File: src/rtl/change_dispenser_pkg.sv
// Shared constants for the change dispenser.
// Change codes, FSM state encoding and coin values in 5-cent units.
package change_dispenser_pkg;

  localparam logic [2:0] CODE_ZERO        = 3'b000;
  localparam logic [2:0] CODE_NICKEL      = 3'b001;
  localparam logic [2:0] CODE_DIME        = 3'b010;
  localparam logic [2:0] CODE_NICKEL_DIME = 3'b011;
  localparam logic [2:0] CODE_DIME_DIME   = 3'b100;
  localparam logic [2:0] CODE_QUARTER     = 3'b101;

  localparam logic [2:0] VAL_NICKEL  = 3'd1;
  localparam logic [2:0] VAL_DIME    = 3'd2;
  localparam logic [2:0] VAL_QUARTER = 3'd5;

  typedef enum logic [2:0] {
    S_IDLE,
    S_SELECT,
    S_EJECT,
    S_GAP,
    S_DONE,
    S_FAULT
  } state_t;

  // Each valid code equals the amount owed in 5-cent units.
  function automatic logic code_valid(input logic [2:0] c);
    return c <= CODE_QUARTER;
  endfunction

endpackage

File: src/rtl/change_dispenser_coin_inventory.sv
// One coin inventory: saturating up/down counter.
// A simultaneous refill and eject leave the count unchanged.
module coin_inventory #(
  parameter int INV_W = 6
) (
  input  logic             clock,
  input  logic             reset,
  input  logic             inc,
  input  logic             dec,
  output logic [INV_W-1:0] count
);

  localparam logic [INV_W-1:0] MAX = '1;

  always_ff @(posedge clock or negedge reset) begin
    if (!reset) begin
      count <= '0;
    end else if (inc && !dec && count != MAX) begin
      count <= count + 1'b1;
    end else if (dec && !inc && count != '0) begin
      count <= count - 1'b1;
    end
  end

endmodule

File: src/rtl/change_dispenser.sv
// Change dispenser: greedy coin selection, eject handshake
// with ack timeout, inter-coin gap and three coin inventories.
module change_dispenser
  import change_dispenser_pkg::*;
#(
  parameter int ACK_TIMEOUT = 200,
  parameter int GAP_CYCLES  = 4,
  parameter int INV_W       = 6
) (
  input  logic             clock,
  input  logic             reset,
  input  logic             change_req,
  input  logic [2:0]       change_code,
  input  logic             eject_ack,
  input  logic             refill_nickel,
  input  logic             refill_dime,
  input  logic             refill_quarter,
  input  logic             clear_fault,
  output logic             eject_nickel,
  output logic             eject_dime,
  output logic             eject_quarter,
  output logic             busy,
  output logic             done,
  output logic             bad_code,
  output logic             fault,
  output logic [2:0]       remaining,
  output logic [INV_W-1:0] nickel_inv,
  output logic [INV_W-1:0] dime_inv,
  output logic [INV_W-1:0] quarter_inv
);

  localparam int TW = $clog2(ACK_TIMEOUT + 1);
  localparam int GW = $clog2(GAP_CYCLES + 1);
  localparam logic [TW-1:0] TMO_LAST = TW'(ACK_TIMEOUT - 1);
  localparam logic [GW-1:0] GAP_LAST = GW'(GAP_CYCLES - 1);

  state_t        state;
  logic [TW-1:0] tmo_cnt;
  logic [GW-1:0] gap_cnt;
  logic [2:0]    coin_val;
  logic          pick_q, pick_d, pick_n;
  logic          acked;

  // First match wins: later picks are masked by earlier ones.
  assign pick_q = (remaining >= VAL_QUARTER) && (quarter_inv != '0);
  assign pick_d = !pick_q && (remaining >= VAL_DIME) && (dime_inv != '0);
  assign pick_n = !pick_q && !pick_d && (remaining >= VAL_NICKEL)
                  && (nickel_inv != '0);

  assign acked = (state == S_EJECT) && eject_ack;

  always_comb begin
    coin_val = '0;
    unique case (1'b1)
      eject_quarter: coin_val = VAL_QUARTER;
      eject_dime:    coin_val = VAL_DIME;
      eject_nickel:  coin_val = VAL_NICKEL;
      default:       coin_val = '0;
    endcase
  end

  always_ff @(posedge clock or negedge reset) begin
    if (!reset) begin
      state         <= S_IDLE;
      eject_nickel  <= 1'b0;
      eject_dime    <= 1'b0;
      eject_quarter <= 1'b0;
      busy          <= 1'b0;
      done          <= 1'b0;
      bad_code      <= 1'b0;
      fault         <= 1'b0;
      remaining     <= '0;
      tmo_cnt       <= '0;
      gap_cnt       <= '0;
    end else begin
      done     <= 1'b0;
      bad_code <= 1'b0;
      unique case (state)
        S_IDLE: begin
          if (change_req) begin
            if (change_code == CODE_ZERO) begin
              state <= S_DONE;
              done  <= 1'b1;
              busy  <= 1'b1;
            end else if (code_valid(change_code)) begin
              remaining <= change_code;
              state     <= S_SELECT;
              busy      <= 1'b1;
            end else begin
              bad_code <= 1'b1;
            end
          end
        end
        S_SELECT: begin
          tmo_cnt <= '0;
          unique case (1'b1)
            pick_q: begin
              eject_quarter <= 1'b1;
              state         <= S_EJECT;
            end
            pick_d: begin
              eject_dime <= 1'b1;
              state      <= S_EJECT;
            end
            pick_n: begin
              eject_nickel <= 1'b1;
              state        <= S_EJECT;
            end
            default: begin
              state <= S_FAULT;
              fault <= 1'b1;
              busy  <= 1'b0;
            end
          endcase
        end
        S_EJECT: begin
          if (eject_ack) begin
            remaining     <= remaining - coin_val;
            eject_nickel  <= 1'b0;
            eject_dime    <= 1'b0;
            eject_quarter <= 1'b0;
            gap_cnt       <= '0;
            state         <= S_GAP;
          end else if (tmo_cnt == TMO_LAST) begin
            eject_nickel  <= 1'b0;
            eject_dime    <= 1'b0;
            eject_quarter <= 1'b0;
            state         <= S_FAULT;
            fault         <= 1'b1;
            busy          <= 1'b0;
          end else begin
            tmo_cnt <= tmo_cnt + 1'b1;
          end
        end
        S_GAP: begin
          if (gap_cnt == GAP_LAST) begin
            if (remaining == '0) begin
              state <= S_DONE;
              done  <= 1'b1;
            end else begin
              state <= S_SELECT;
            end
          end else begin
            gap_cnt <= gap_cnt + 1'b1;
          end
        end
        S_DONE: begin
          state <= S_IDLE;
          busy  <= 1'b0;
        end
        S_FAULT: begin
          if (clear_fault) begin
            remaining <= '0;
            fault     <= 1'b0;
            state     <= S_IDLE;
          end
        end
        default: state <= S_IDLE;
      endcase
    end
  end

  coin_inventory #(.INV_W(INV_W)) u_nickel (
    .clock (clock),
    .reset (reset),
    .inc   (refill_nickel),
    .dec   (acked && eject_nickel),
    .count (nickel_inv)
  );

  coin_inventory #(.INV_W(INV_W)) u_dime (
    .clock (clock),
    .reset (reset),
    .inc   (refill_dime),
    .dec   (acked && eject_dime),
    .count (dime_inv)
  );

  coin_inventory #(.INV_W(INV_W)) u_quarter (
    .clock (clock),
    .reset (reset),
    .inc   (refill_quarter),
    .dec   (acked && eject_quarter),
    .count (quarter_inv)
  );

endmodule

File: config.mk
export PLATFORM = sky130hd
export DESIGN_NAME = change_dispenser
export DESIGN_NICKNAME = d
export VERILOG_FILES = /design/src/rtl/change_dispenser_pkg.sv /design/src/rtl/change_dispenser_coin_inventory.sv /design/src/rtl/change_dispenser.sv
export SDC_FILE = /design/constraint.sdc
export NUM_CORES = 1
export LEC_CHECK = 0
export ABC_AREA = 1
export BUFFER_PORTS_ARGS = -buffer_cell sky130_fd_sc_hd__buf_2
export CORE_MARGIN = 2
export CORE_UTILIZATION = 45
export DETAILED_ROUTE_END_ITERATION = 16
export GPL_TIMING_DRIVEN = 0
export PLACE_DENSITY = 0.64
export SKIP_LAST_GASP = 1
export SYNTH_ARGS = -nofsm -noshare
export SYNTH_HDL_FRONTEND = slang
export SYNTH_HIERARCHICAL = 1
export SYNTH_SLANG_ARGS = --single-unit
File: constraint.sdc
create_clock -name clock -period 4.1 [get_ports clock]
set_input_delay 0.82 -clock clock [delete_from_list [all_inputs] [get_ports clock]]
set_output_delay 0.82 -clock clock [all_outputs]
set_load 0.01 [all_outputs]
# Yosys cells after proc, flatten, opt, wreduce, memory -nomap -nowiden
# Cells that the tools add are included.
# totals
ff_bits	42
in_bits	11
out_inout_bits	28
wordCells	163
# classes
n_mux	56
add_sub_neg	9
reduce_logical	54
magnitude_cmp	4
eq_ne	26
# ops
op	count
two-way mux 3 bit	15
two-way mux 6 bit	6
!= test 2 bit, second input constant	13
logical AND 1 bit	22
two-way mux 1 bit	22
adder 6 x 1 -> 6 bit, second input constant	3
!= test 6 bit, second input constant	3
one-hot mux 3 bit (3 select lines)	2
nonzero test 6 bit	3
subtractor 6 x 1 -> 6 bit, second input constant	3
two-way mux 8 bit	2
one-hot mux 8 bit (2 select lines)	1
one-hot mux 3 bit (5 select lines)	1
AND reduction 3 bit	5
AND reduction 6 bit	2
AND reduction 5 bit	2
nonzero test 2 bit	5
equality test 3 x 2 -> 1 bit, second input constant	3
logical NOT 3 bit	3
adder 8 x 1 -> 8 bit, second input constant	1
equality test 8 bit, second input constant	1
logical NOT 1 bit	8
one-hot mux 1 bit (2 select lines)	4
equality test 3 bit, second input constant	2
other kinds (16)	17

# Depth between registers and ports, before layout
# logic_depth
depth_word	12
mapped_depth	18

# Modules after synthesis
# Netlist, hierarchy kept.
# by_module_without_submodules
module	area_per_inst_um2	cells_each	instances
change_dispenser	1560.2	222	1
coin_inventory (u_dime ...)	495.5	66	2
coin_inventory (u_quarter)	529.3	78	1

# Least setup slack after synthesis
# Ideal clock, no wire load.
# synth_path
kind	input to register
startpoint	input port eject_ack
endpoint	register u_dime.count[5]
arrival_ns	2.025
slack_ns	1.958
required_time_ns	3.983
stages	12
cell_sequence	nand2_4 nor2_1 nor2_1 nand2_4 ha_1 nand2_1 nand3_1 nand2_1 nand3_1 nand2_1 nand2_1 nand2_1
# synth_between
elab_chain_len	6
elab_cells_between_ends	9
# synth_rtl
item	line_no	text
start, declared	change_dispenser.sv:14	input logic eject_ack,
logical AND 1 bit (*)	change_dispenser.sv:50	assign acked = (state == S_EJECT) && eject_ack;
logical AND 1 bit (*)	change_dispenser.sv:175	.dec (acked && eject_dime),
logical NOT 1 bit	change_dispenser_coin_inventory.sv:18	end else if (inc && !dec && count != MAX) begin
logical AND 1 bit (2 in a row)	change_dispenser_coin_inventory.sv:18	
two-way mux 6 bit or nonzero test 2 bit (tied branches)	-	
end signal, assigned	change_dispenser_coin_inventory.sv:19	count <= count + 1'b1;
end signal, assigned	change_dispenser_coin_inventory.sv:21	count <= count - 1'b1;
end, declared	change_dispenser_coin_inventory.sv:10	output logic [INV_W-1:0] count
# Mark *: on every way between the ends. The rest lies on a longest branch, timed or not.
# A chain may end at the register's enable or synchronous reset.

# Final worst setup path
# layout_path
startpoint	register state[2]
endpoint	register u_dime.count[5]
# layout_between
elab_chain_len	7
elab_cells_between_ends	10
# layout_rtl
item	line_no	text
start, declared	change_dispenser.sv:37	state_t state;
start signal, assigned	change_dispenser.sv:64	state <= S_IDLE;
start signal, assigned	change_dispenser.sv:82	state <= S_DONE;
start signal, assigned	change_dispenser.sv:87	state <= S_SELECT;
equality test 3 x 2 -> 1 bit (*)	change_dispenser.sv:50	
logical AND 1 bit (*)	change_dispenser.sv:50	
logical AND 1 bit (*)	change_dispenser.sv:175	
logical NOT 1 bit	change_dispenser_coin_inventory.sv:18	
logical AND 1 bit (2 in a row)	change_dispenser_coin_inventory.sv:18	
two-way mux 6 bit or nonzero test 2 bit (tied branches)	-	
# Marked as above.

==> flow_summary_export.csv <==
group,metric,value,unit
place,pre_cts_ws,1.53,ns
synthesis,yosys.area_share.simple,39.9,%
floorplanning,start_util,45.8,%
synthesis,synth_compound_area_share,6.30,%
synthesis,synth_area_leaders,"dfrtp_1 (34%), nand2_1 (18%), nand3_1 (7.6%)",
power,p_clk_share,11.6,%
drt,routedWlPerCell,12.0,um
grt,antenna_found_initial,0,
synthesis,ys_ff_latch,42,
power,peakVddDrop,0.413,mV
cts,clk_pin_slew,0.08,ns
drt,vias,2822,
cells_and_area,drive_above_1_share,16.3,%
drt,drt-initial-drc-count,102,
cells_and_area,area_delta_synth_final,13.0,%
synthesis,synth_top_family_by_area,"simple AND/OR/NAND/NOR gates",
place,place_inst,550,
run_status,outcome,"finished, final reports clean",
synthesis,synthArstFlopShare,100,%
power,powerDensity,775,nW/um^2
sta,rsz0062_at_grt,"no",
hold_path,hold_path.class,"reg2reg",
synthesis,synth_top_area_share,34.1,%
place,gp_congestion,0.865,
cts,cts.sinks,42,
drt,ant_nets,0,
drt,first_pass_iters,4,
worst_setup_path,cp_slowest_cell,"dfrtp_1",
drt,vias_per_cell,5.06,
synthesis,synth_cell_types,26,
grt,overflow,0,
grt,grt_usage,20.1,%
grt,grt_pass1_vias,2693,
synthesis,synth-main-ff-cell,"dfrtp_1",
drt,drc,0,
power,pwr-share-seq,30.0,%
floorplanning,core_area,6720,um^2
sta,fmax,0.409,GHz
synthesis,syn_inst,432,
drt,wl,6720,um
synthesis,yosysMostFrequentCell,"nand2_1",
synthesis,synth_edf_count,0,
floorplanning,rows,30,
cells_and_area,layout.cells.non_filler,558,
sta,fin_crit_sh,59.7,%
worst_setup_path,cp_max_fo,10,
power,power_leakage,0.00190,uW
power,intPower,1360,uW
cts,hold_buffers,0,
synthesis,synth-adder-area-share,9.10,%
synthesis,seq_area_frac_synth,34.1,%
grt,grt_max_degree,43,
sta,slew_viol_final,0,
worst_setup_path,cp_cell_sequence,"nor2_4, nand2_4, inv_4, nand2_4, nor2_1, nor2_1, nand2_4, ha_1, a21oi_1, nand3_1, nand2_1, nand2_1, nand2_1, nand2_1",
synthesis,synthesis.nets,463,
worst_setup_path,cp-start-kind,"flip-flop",
job,cap_violations,0,
cts,tritoncts,"built",
worst_setup_path,end_kind,"flip-flop",
power,p_sw_share,49.4,%
synthesis,synth-xor-area-share,3.98,%
worst_setup_path,cp.arrival,2.64,ns
floorplanning,die_h,86.7,um
sta,fin_tns_setup,0,ns
grt,grt_pass1_wl,12100,um
floorplanning,io_pins,39,
synthesis,synth.area.mux_share,0,%
power,power.net_switching,1330,uW
cts,h-tree-depth,2,
sta,hold_ws,0.474,ns
power,power_frac_comb,58.4,%
sta,worst_pin_slew,0.936,ns
worst_setup_path,crit_type,"reg2reg",
cells_and_area,nets,508,
sta,setup_viol,0,
sta,layout_setup_ws,1.65,ns
cts,cts_resized,0,
sta,hold_violations,0,
cts,cts.root.buffer_cell,"clkbuf_8",
worst_setup_path,required,4.30,ns
cts,cts.path.max_buffers,2,
sta,min_period,2.45,ns
place,portBuffers,38,
floorplanning,die_w,86.7,um
synthesis,avgSynthCellArea,7.13,um^2
worst_setup_path,worst_path_largest_cell_delay,0.44,ns
place,placed_cell_area,3370,um^2
synthesis,synth_area,3080,um^2
synthesis,yosysWarnings,6,
synthesis,synth_common_cells,"nand2_1 (144), nor2_1 (50), nand3_1 (47), inv_1 (46), dfrtp_1 (42)",
cts,clkLatencyLatePin,0.30,ns
sta,max-slew-margin-rel,37.6,%
cts,cts_buffers,5,
cells_and_area,final_cell_area,3480,um^2
sta,fin_skew,0.0111,ns
cells_and_area,diodes,0,
synthesis,yosys.area.top_type,"dfrtp_1",
place,hpwl,5260,um
cts,post-cts-setup-buffer-count,0,
worst_setup_path,cp_common_cell,"nand2_1",
floorplanning,die-area,7520,um^2
==> cell usage in the layout (no fill, tap or decap), types with 2 or more instances in the layout <==
| cell type | count |
|---|---|
| clkinv_4 | 2 |
| inv_1 | 46 |
| xnor2_1 | 7 |
| dfrtp_1 | 42 |
| o21ai_2 | 7 |
| xor2_1 | 7 |
| nor2_4 | 3 |
| nand2_2 | 5 |
| nand2_4 | 9 |
| clkbuf_8 | 8 |
| o21ai_0 | 13 |
| ha_1 | 16 |
| inv_2 | 2 |
| nor2_1 | 50 |
| nand2_1 | 144 |
| nand4_1 | 6 |
| nand3_1 | 47 |
| a21oi_1 | 11 |
| nor3_1 | 4 |
| fa_1 | 4 |
| buf_2 | 38 |
==> final cells by class <==
class                           count  area (um^2)
Fill cell                         666         3240
Sequential cell                    42         1050
Inverter                           51          204
Clock buffer                        8          110
Timing Repair Buffer               38          190
Tap cell                           80          100
Multi-Input combinational cell    339         1830
==> power groups by stage <==
stage               sequential [uW]  clock (uW)  combinational (uW)
floorplan                       828           0                1150
global placement                818           0                1560
detailed placement              822           0                1580
CTS                             815         323                1590
global route                    852         340                1840
finish                          810         312                1580
==> sequential cells by signal, indices dropped and copies added (netlist names) <==
register,cells
bad_code,1
busy,1
done,1
eject_dime,1
eject_nickel,1
eject_quarter,1
fault,1
gap_cnt,3
remaining,3
state,3
tmo_cnt,8
u_dime/count,6
u_nickel/count,6
u_quarter/count,6
==> cells by family (layout without fill, tap and decap cells) <==
group,Yosys count,in the layout
AND/OR/NAND/NOR,272,272
adder cells (fa/ha/maj),20,20
XOR/XNOR,14,14
flip-flops,42,42
buffers and inverters,51,97
AO/OA/AOI/OAI,33,33
==> worst paths after layout <==
kind / from / end / slack, ns / cells after the start
max: state[2]$_DFFE_PN0P_ / u_dime/count[5]$_DFFE_PN0P_ / 1.65 / 14
min: busy$_DFFE_PN0P_ / busy$_DFFE_PN0P_ / 0.47 / 2
max reg2reg: state[2]$_DFFE_PN0P_ / u_dime/count[5]$_DFFE_PN0P_ / 1.65 / 14
min reg2reg: busy$_DFFE_PN0P_ / busy$_DFFE_PN0P_ / 0.47 / 2
max in group asynchronous: reset / u_nickel/count[0]$_DFFE_PN0P_ / 2.86 / 1
min in group asynchronous: reset / u_quarter/count[0]$_DFFE_PN0P_ / 0.65 / 1
==> through the flow <==
step	total power, uW	utilization (%)
final	2700	51.8
after CTS	2730	51.8
after floorplan	1980	-
after global routing	3030	51.8
after detailed placement	2410	50.2
after global placement	2370	50.2
==> worst max-delay path: cells and delay by family (launching register included) <==
kind	cells	cell delay, ns
AND/OR/NAND/NOR	11	1.24
flip-flops	1	0.44
adder cells (fa/ha/maj)	1	0.28
AO/OA/AOI/OAI	1	0.23
buffers and inverters	1	0.14
==> layer usage <==
metal / part of all wire (%) / global-route usage, %
met5: 0 / 0
met4: 1.4 / 5.11
met3: 3.6 / 3.24
met2: 46 / 33.3
met1: 49 / 27.5
Power figures use the tool's default switching activity.
